<file path="config.mk">
export PLATFORM = sky130hd
export DESIGN_NAME = seq_detector_prog
export DESIGN_NICKNAME = d
export VERILOG_FILES = /design/src/rtl/seq_det_pkg.sv /design/src/rtl/seq_det_matcher.sv /design/src/rtl/seq_detector_prog.sv
export SDC_FILE = /design/constraint.sdc
export NUM_CORES = 1
export LEC_CHECK = 0
export ABC_AREA = 1
export CORE_MARGIN = 2
export CORE_UTILIZATION = 55
export DETAILED_ROUTE_END_ITERATION = 12
export PLACE_DENSITY = 0.78
export RECOVER_POWER = 100
export SYNTH_ARGS = -nofsm -noshare
export SYNTH_HDL_FRONTEND = slang
export SYNTH_SLANG_ARGS = --single-unit
</file>
<file path="constraint.sdc">
create_clock -name clk -period 4.4 [get_ports clk]
set_input_delay 1.1 -clock clk [delete_from_list [all_inputs] [get_ports clk]]
set_output_delay 1.1 -clock clk [all_outputs]
set_load 0.05 [all_outputs]
</file>
<file path="src/rtl/seq_det_pkg.sv">
// Shared types and helpers for the programmable sequence detector.
package seq_det_pkg;
    typedef enum logic [1:0] {IDLE = 2'd0, FILL = 2'd1, RUN = 2'd2} seq_state_t;

    function automatic int len_width(input int max_len);
        return $clog2(max_len + 1);
    endfunction
endpackage

</file>
<file path="src/rtl/seq_det_matcher.sv">
// History shift register and length-masked pattern comparator.
// hit looks at the history as it will be once in_bit is shifted in.
module seq_det_matcher
    import seq_det_pkg::*;
#(
    parameter int MAX_LEN = 8,
    parameter int LEN_W   = len_width(MAX_LEN)
) (
    input  logic               clk,
    input  logic               rst,
    input  logic               clear,
    input  logic               shift,
    input  logic               in_bit,
    input  logic [MAX_LEN-1:0] pattern,
    input  logic [LEN_W-1:0]   len,
    output logic               hit
);
    logic [MAX_LEN-1:0] history;
    logic [MAX_LEN-1:0] history_next;
    logic [MAX_LEN-1:0] mask;

    assign history_next = {history[MAX_LEN-2:0], in_bit};

    always_comb begin
        mask = '0;
        for (int i = 0; i < MAX_LEN; i++)
            mask[i] = (i < int'(len));
    end

    assign hit = (((history_next ^ pattern) & mask) == '0);

    always_ff @(posedge clk) begin
        if (rst || clear)
            history <= '0;
        else if (shift)
            history <= history_next;
    end
endmodule

</file>
<file path="src/rtl/seq_detector_prog.sv">
// Runtime-programmable serial sequence detector: FSM, fill counter,
// configuration registers, registered match pulse and saturating count.
module seq_detector_prog
    import seq_det_pkg::*;
#(
    parameter int MAX_LEN = 8,
    parameter int CNT_W   = 8,
    parameter int LEN_W   = len_width(MAX_LEN)
) (
    input  logic               clk,
    input  logic               rst,
    input  logic               en,
    input  logic               in_valid,
    input  logic               in_bit,
    input  logic               cfg_load,
    input  logic [MAX_LEN-1:0] cfg_pattern,
    input  logic [LEN_W-1:0]   cfg_len,
    input  logic               cfg_overlap,
    output logic               match,
    output logic [CNT_W-1:0]   match_count,
    output logic               cfg_err,
    output logic               busy
);
    seq_state_t         state, state_next;
    logic [LEN_W-1:0]   fill, fill_next;
    logic [LEN_W:0]     fill_inc;
    logic [MAX_LEN-1:0] pattern;
    logic [LEN_W-1:0]   len;
    logic               overlap;
    logic               accept, hit, match_hit, cfg_ok, hist_clear;

    seq_det_matcher #(.MAX_LEN(MAX_LEN), .LEN_W(LEN_W)) u_matcher (
        .clk     (clk),
        .rst     (rst),
        .clear   (hist_clear),
        .shift   (accept),
        .in_bit  (in_bit),
        .pattern (pattern),
        .len     (len),
        .hit     (hit)
    );

    assign fill_inc  = {1'b0, fill} + 1'b1;
    assign match_hit = accept && (fill_inc >= {1'b0, len}) && hit;
    assign cfg_ok    = (state == IDLE) && !en && (cfg_len != '0) &&
                       (cfg_len <= LEN_W'(MAX_LEN));

    // Fill counts accepted bits toward len; a non-overlapping hit restarts it.
    always_comb begin
        fill_next = fill;
        if (state == IDLE || !en)
            fill_next = '0;
        else if (accept) begin
            if (match_hit && !overlap)
                fill_next = '0;
            else if (fill != len)
                fill_next = fill_inc[LEN_W-1:0];
        end
    end

    always_ff @(posedge clk) begin
        if (rst)
            state <= IDLE;
        else
            state <= state_next;
    end

    always_comb begin
        state_next = state;
        case (state)
            IDLE: if (en) state_next = FILL;
            FILL: begin
                if (!en)                        state_next = IDLE;
                else if (match_hit && !overlap) state_next = FILL;
                else if (fill_next == len)      state_next = RUN;
            end
            RUN: begin
                if (!en)                        state_next = IDLE;
                else if (match_hit && !overlap) state_next = FILL;
            end
            default: state_next = IDLE;
        endcase
    end

    always_comb begin
        busy       = (state != IDLE);
        hist_clear = (state == IDLE);
        accept     = en && in_valid && (state != IDLE);
    end

    always_ff @(posedge clk) begin
        if (rst) begin
            fill        <= '0;
            match       <= 1'b0;
            match_count <= '0;
            cfg_err     <= 1'b0;
            pattern     <= '0;
            len         <= LEN_W'(1);
            overlap     <= 1'b1;
        end else begin
            fill    <= fill_next;
            match   <= match_hit;
            cfg_err <= cfg_load && !cfg_ok;
            if (cfg_load && cfg_ok) begin
                pattern     <= cfg_pattern;
                len         <= cfg_len;
                overlap     <= cfg_overlap;
                match_count <= '0;
            end else if (match_hit && match_count != '1) begin
                match_count <= match_count + 1'b1;
            end
        end
    end
endmodule
</file>
==> results of run 1 <==
-- worst min path at each step --
stage | start | slack (ps) | cells past startpoint | end
floorplan | pattern[0] | 440 | 2 | pattern[0]
global placement | pattern[0] | 450 | 2 | pattern[0]
detailed placement | pattern[2] | 460 | 2 | pattern[2]
CTS | pattern[2] | 480 | 2 | pattern[2]
global route | pattern[2] | 500 | 2 | pattern[2]
finish | pattern[2] | 470 | 2 | pattern[2]
-- worst register-to-register path, cell delays in order (launching register included) --
cell and delay (ps):
dfxtp_1 430, ha_1 210, xor2_1 210, ha_1 280, nand2_1 60, nand2_1 50, nand2_1 50, nand3_1 60
nor2_1 210, nor2_4 80, nand3_1 260, nand2_1 180, nor3b_4 220, nand3_1 110, a21oi_2 110
-- routing by layer --
layer | global-route usage (%) | wire length, microns | vias to the layer above
met5 | 0 | 0 | -
met4 | 7.03 | 59 | 0
met3 | 5.73 | 182 | 6
met2 | 37.8 | 1870 | 46
met1 | 29.7 | 2080 | 809
li1 | - | - | 1021
-- placed cells by master (no fill, tap or decap), drive strengths merged --
| cell type | synthesis | layout |
|---|---|---|
| nand2 | 89 | 89 |
| inv | 42 | 42 |
| dfxtp | 36 | 36 |
| nor2 | 33 | 33 |
| a21oi | 23 | 23 |
| nand3 | 21 | 21 |
| o21ai | 20 | 20 |
| clkdlybuf4s50 | 0 | 15 |
| dlygate4sd3 | 0 | 14 |
| a211oi | 7 | 7 |
| clkbuf | 2 | 7 |
| ha | 6 | 6 |
| xor2 | 3 | 3 |
| nor3 | 3 | 3 |
| clkinv | 2 | 2 |
| or3 | 2 | 2 |
| nor3b | 2 | 2 |
| or2 | 2 | 2 |
| nor4 | 1 | 1 |
| nand4 | 1 | 1 |
| o21a | 1 | 1 |
| clkinvlp | 0 | 1 |
-- stage by stage --
step           std cells  cell area [sq um]  setup slack [ps]
2_1_floorplan        299               2050              2100
3_3_place_gp         371               2380              1270
3_5_place_dp         371               2380              1290
4_1_cts              379               2470              1530
5_1_grt              379               2420               859
6_report             379               2420              1150
-- final cells by class --
| class | count | area (sq um) |
|---|---|---|
| flip-flops and latches | 36 | 721 |
| multi-input cells | 214 | 1090 |
| fillers | 352 | 1210 |
| inverters | 44 | 165 |
| clock buffers | 7 | 86.3 |
| clock inverters | 1 | 7.51 |
| well taps | 48 | 60.1 |
| repair buffers | 29 | 290 |
-- power by group through the flow --
stage	combinational [uW]	clock, uW	sequential [uW]
final	98.0	246	344
after global routing	112	269	345
after floorplan	68.3	0	352
after detailed placement	103	0	351
after global placement	102	0	351
after CTS	104	251	344
-- kinds of logic (layout without fill, tap and decap cells) --
kind of cell / after synthesis / in the layout / synth area share, %
AO/OA/AOI/OAI: 51 / 51 / 14.0
buffers and inverters: 49 / 81 / 9.03
adder cells (fa/ha/maj): 6 / 6 / 3.66
AND/OR/NAND/NOR: 154 / 154 / 36.9
flip-flops: 36 / 36 / 35.1
XOR/XNOR: 3 / 3 / 1.28
-- flip-flops by register name (all words and copies together), names as in the netlist --
register	count
cfg_err	1
fill	4
len	4
match	1
match_count	8
overlap	1
pattern	8
state	2
u_matcher.history	7
==> results.toml, run 1 <==
[drt]
num_vias = 1882
first_iter_violations = 129
drc_errors = 0
wl_microns = 4180
antenna_left = 0
wire_per_inst_microns = 11.0
drt_first_pass_iters = 4
vias_per_cell = 4.97

[critical_path]
crit_path_end_kind = "flip-flop"
reg2reg_slack_ps = 1830
cp-startpoint = "en"
critPathSlowestCell = "dlygate4sd3_1"
crit_arrival_ps = 3430
slowest_delay_ps = 610
critPathKind = "in2reg"
cp_cell_sequence = "dlygate4sd3_1 > nand2_1 > nor2_8 > nand3_1 > nor2_1 > nand3_1 > nand2_1 > nand2_1 > nand2_1 > nand2_1 > clkinv_1 > nand2_1 > nand2_1 > a21oi_1"
timing.rr.end = "state[1]"
path_buf_inv = 2
cp.depth = 14
crit_required_ps = 4580
r2r.worst_path.cells = 14
crit_family = "simple AND/OR/NAND/NOR gates"
crit_top_cell = "nand2_1"
crit_path_end = "state[0]"
rr_startpoint = "fill[0]"
worstPathMaxFanout = 19
startpoint_type = "input port"

[pwr]
swShare_pct = 27.1
ir_drop_mv = 0.226
combPwrFrac_pct = 14.2
power.total_uw = 688
p_int_uw = 502
seqPwrFrac_pct = 50.0
power_density_nw_per_um2 = 284
power_leakage_uw = 0.00107
switchingPower_uw = 186
pwr-share-clk_pct = 35.8

[synthesis]
synth.most_common_cell = "nand2_1"
netlist_area_sq_um = 2050
yosysTopAreaCellShare_pct = 35.1
synth_top_cell_by_area = "dfxtp_1"
synth_edf_count = 0
seq_area_frac_synth_pct = 35.1
synth_common_cells = "nand2_1 (85), inv_1 (37), dfxtp_1 (36), nor2_1 (25), a21oi_1 (20)"
syn_avg_cell_area_sq_um = 6.86
ys_seq_elements = 36
syn_inst = 299
synth_area_leaders = "dfxtp_1 (35%), nand2_1 (16%), inv_1 (6.8%)"
syn-num-nets = 324
synth.distinct_cells = 32
async_reset_ff_share_pct = 0
synth_warnings = 0
synth-main-ff-cell = "dfxtp_1"

[cts]
cts_hold_buf = 0
numCtsBuffers = 5
cts-root-buf = "clkbuf_8"
clk_pin_slew_ps = 70
clk-insertion-delay-late_ps = 290
cts.sinks = 36
cts_max_level = 2
cts_setup_buffers = 0
cts_tree = "yes"
cts_resized = 0
cts.path.max_buffers = 2

[placement]
place_congestion = 0.830
io_buffers = 29
dp_hpwl_microns = 3150

[timing]
fin_crit_sh_pct = 73.8
rsz0062_at_grt = "false"
maxSlewHeadroom_pct = 61.8
setup_tns_ps = 0
setup_viol = 0
slew_viol_final = 0
finalCriticalPeriod_ps = 3250
worst_pin_slew_ps = 572
finalHoldViolCount = 0
clock-skew-final_ps = 4.75
hold_slack_ps = 471
fmax_ghz = 0.308

[die]
placementRows = 22
fp.dieArea_sq_um = 4230
core_sq_um = 3630
start_util_pct = 56.4
io_pins = 30
die_x_microns = 65.1
chipHeight_microns = 65.1

[layout]
diodes = 0
final_util_pct = 66.7
layout.nets = 355
drive_gt1_share_pct = 8.16
syn2layout_area_growth_pct = 18.2

[global_route]
grt_pass1_wl_microns = 7590
grt_pass1_vias = 1730
grt_max_degree = 23
antenna_found_initial = 0
grt_usage_pct = 23.0
grt_overflow_total = 0

[min_path]
min-delay-path-class = "reg2reg"

[status]
status = "finished, final reports clean"

[run]
maxCapViolCount = 0
(Power assumes the default switching activity.)
==> inputs of run 2 (changes only) <==
Settings changed: CORE_UTILIZATION 55 to 54, PLACE_DENSITY 0.78 to 0.76.
Clock period 4.4 ns to 3.2 ns, I/O delays scaled along.
==> run 2 against run 1 <==
Against the previous run:
- critical path depth shrank 4
- hold slack is essentially flat
- flip-flop and latch count is the same
- largest cell class unchanged
- critical path type unchanged
==> results.toml, run 2 (synthesis gave the netlist of run 1 again) <==
[pwr]
seqPwrFrac_pct = 49.0
combPwrFrac_pct = 14.5
power_density_nw_per_um2 = 390
power_leakage_uw = 0.00108
p_int_uw = 692
switchingPower_uw = 271
swShare_pct = 28.2
pwr-share-clk_pct = 36.5
power.total_uw = 963
ir_drop_mv = 0.336

[layout]
drive_gt1_share_pct = 9.37
final_util_pct = 67.4
mostFrequentLayoutCells = "nand2_1 (87), inv_1 (37), dfxtp_1 (36)"
layout.nets = 355
diodes = 0
syn2layout_area_growth_pct = 20.3
largest_registers = "match_count x8, pattern x8, u_matcher.history x7"
layout_commonest_cell = "nand2_1"
nFillCells = 366

[timing]
finalCriticalPeriod_ps = 2680
setup_viol = 0
finalHoldViolCount = 0
setup_tns_ps = 0
worst_pin_slew_ps = 521
rsz0062_at_grt = "false"
slew_viol_final = 0
clock-skew-final_ps = 3.39
fmax_ghz = 0.373
maxSlewHeadroom_pct = 65.2
final.setup.worst_slack_ps = 521
fin_crit_sh_pct = 83.7

[run]
maxCapViolCount = 0

[global_route]
grt_util_met2_pct = 35.2
grt_pass1_vias = 1685
grt_overflow_total = 0
grt_max_degree = 23
antenna_found_initial = 0
gr-usage-met1_pct = 29.0
met3_usage_pct = 5.31
grt_pass1_wl_microns = 7320
grt_usage_pct = 22.3
top_usage_layer = "met2"

[cts]
cts_tree = "yes"
cts_hold_buf = 0
cts.path.max_buffers = 2
cts.sinks = 36
cts_max_level = 2
cts_setup_buffers = 0
numCtsBuffers = 5
clk_pin_slew_ps = 80
cts_resized = 0
clk-insertion-delay-late_ps = 290
cts-root-buf = "clkbuf_8"

[die]
fp.dieArea_sq_um = 4310
io_pins = 30
start_util_pct = 56.0
die_x_microns = 65.6
core_sq_um = 3660
chipHeight_microns = 65.6
placementRows = 22

[status]
status = "finished, final reports clean"

[placement]
io_buffers = 29
dp_hpwl_microns = 3220
place_congestion = 0.786
place_ws_ps = 381

[critical_path]
cp_cell_sequence = "dlygate4sd3_1 > or3_1 > nand2_1 > nand2_1 > nor2_1 > inv_2 > nand2_1 > inv_1 > o21ai_0 > a21oi_1"
slowest_delay_ps = 550
critPathKind = "in2reg"
worstPathMaxFanout = 22
path_buf_inv = 3
crit_path_end_kind = "flip-flop"
crit_family = "simple AND/OR/NAND/NOR gates"
crit_required_ps = 3380
critPathSlowestCell = "dlygate4sd3_1"
crit_top_cell = "nand2_1"
crit_arrival_ps = 2860
startpoint_type = "input port"

[drt]
first_iter_violations = 78
antenna_left = 0
wire_per_inst_microns = 11.3
vias_per_cell = 5.02
drc_errors = 0
num_vias = 1903
drt_first_pass_iters = 4
wl_microns = 4270

[min_path]
min-delay-path-class = "reg2reg"
==> run 2: changes by cell type in the layout (fill, tap and decap cells not counted), sizes merged <==
| cell | change |
|---|---|
| clkinvlp | -1 |
| clkinv | +1 |
| inv | +1 |
| clkbuf | -1 |
==> run 2: worst paths after layout <==
check	slack [ps]	depth (start not counted)	end	startpoint
max	520	10	match_count[0]	cfg_len[0]
min	470	2	pattern[2]	pattern[2]
max reg2reg	820	16	state[1]	fill[0]
min reg2reg	470	2	pattern[2]	pattern[2]
==> run 2: worst register-to-register path, cell delays in order, from the launching register on <==
cell     delay, ps
dfxtp_1        430
ha_1           220
xor2_1         200
ha_1           270
nand2_1         60
nand2_1         40
nand2_1         50
nand3_1         70
nor2_1         200
nor2_4          90
nand3_4        120
nand2_1         90
nand2_1         60
nand2_1         60
nor2_1         120
nand3_1        120
a21oi_2        120
==> run 2: layer usage <==
layer  up-vias  share of wire [%]
met5         -                  0
met4         0                1.1
met3         5                5.5
met2        51                 46
met1       834                 47
li1       1013                  -
==> run 2: final cells by class <==
class                   instances  area (sq um)  area share [%]
well taps                      48          60.1            2.43
repair buffers                 29           290            11.8
inverters                      44           165            6.69
multi-input cells             214          1130            46.0
clock inverters                 2          13.8           0.558
clock buffers                   6          82.6            3.35
flip-flops and latches         36           721            29.2
==> run 2: power by group through the flow <==
stage / combinational (uW) / clock, uW / sequential (uW)
floorplan: 93.9 / 0 / 484
detailed placement: 142 / 0 / 482
CTS: 143 / 359 / 472
global placement: 141 / 0 / 482
finish: 140 / 352 / 472
global route: 157 / 379 / 474
==> run 2: stage by stage <==
stage,cells,hold slack (ps),cell area [sq um]
floorplan,299,444,2050
global placement,371,458,2380
detailed placement,371,463,2380
CTS,379,474,2480
global route,379,516,2470
finish,379,471,2470
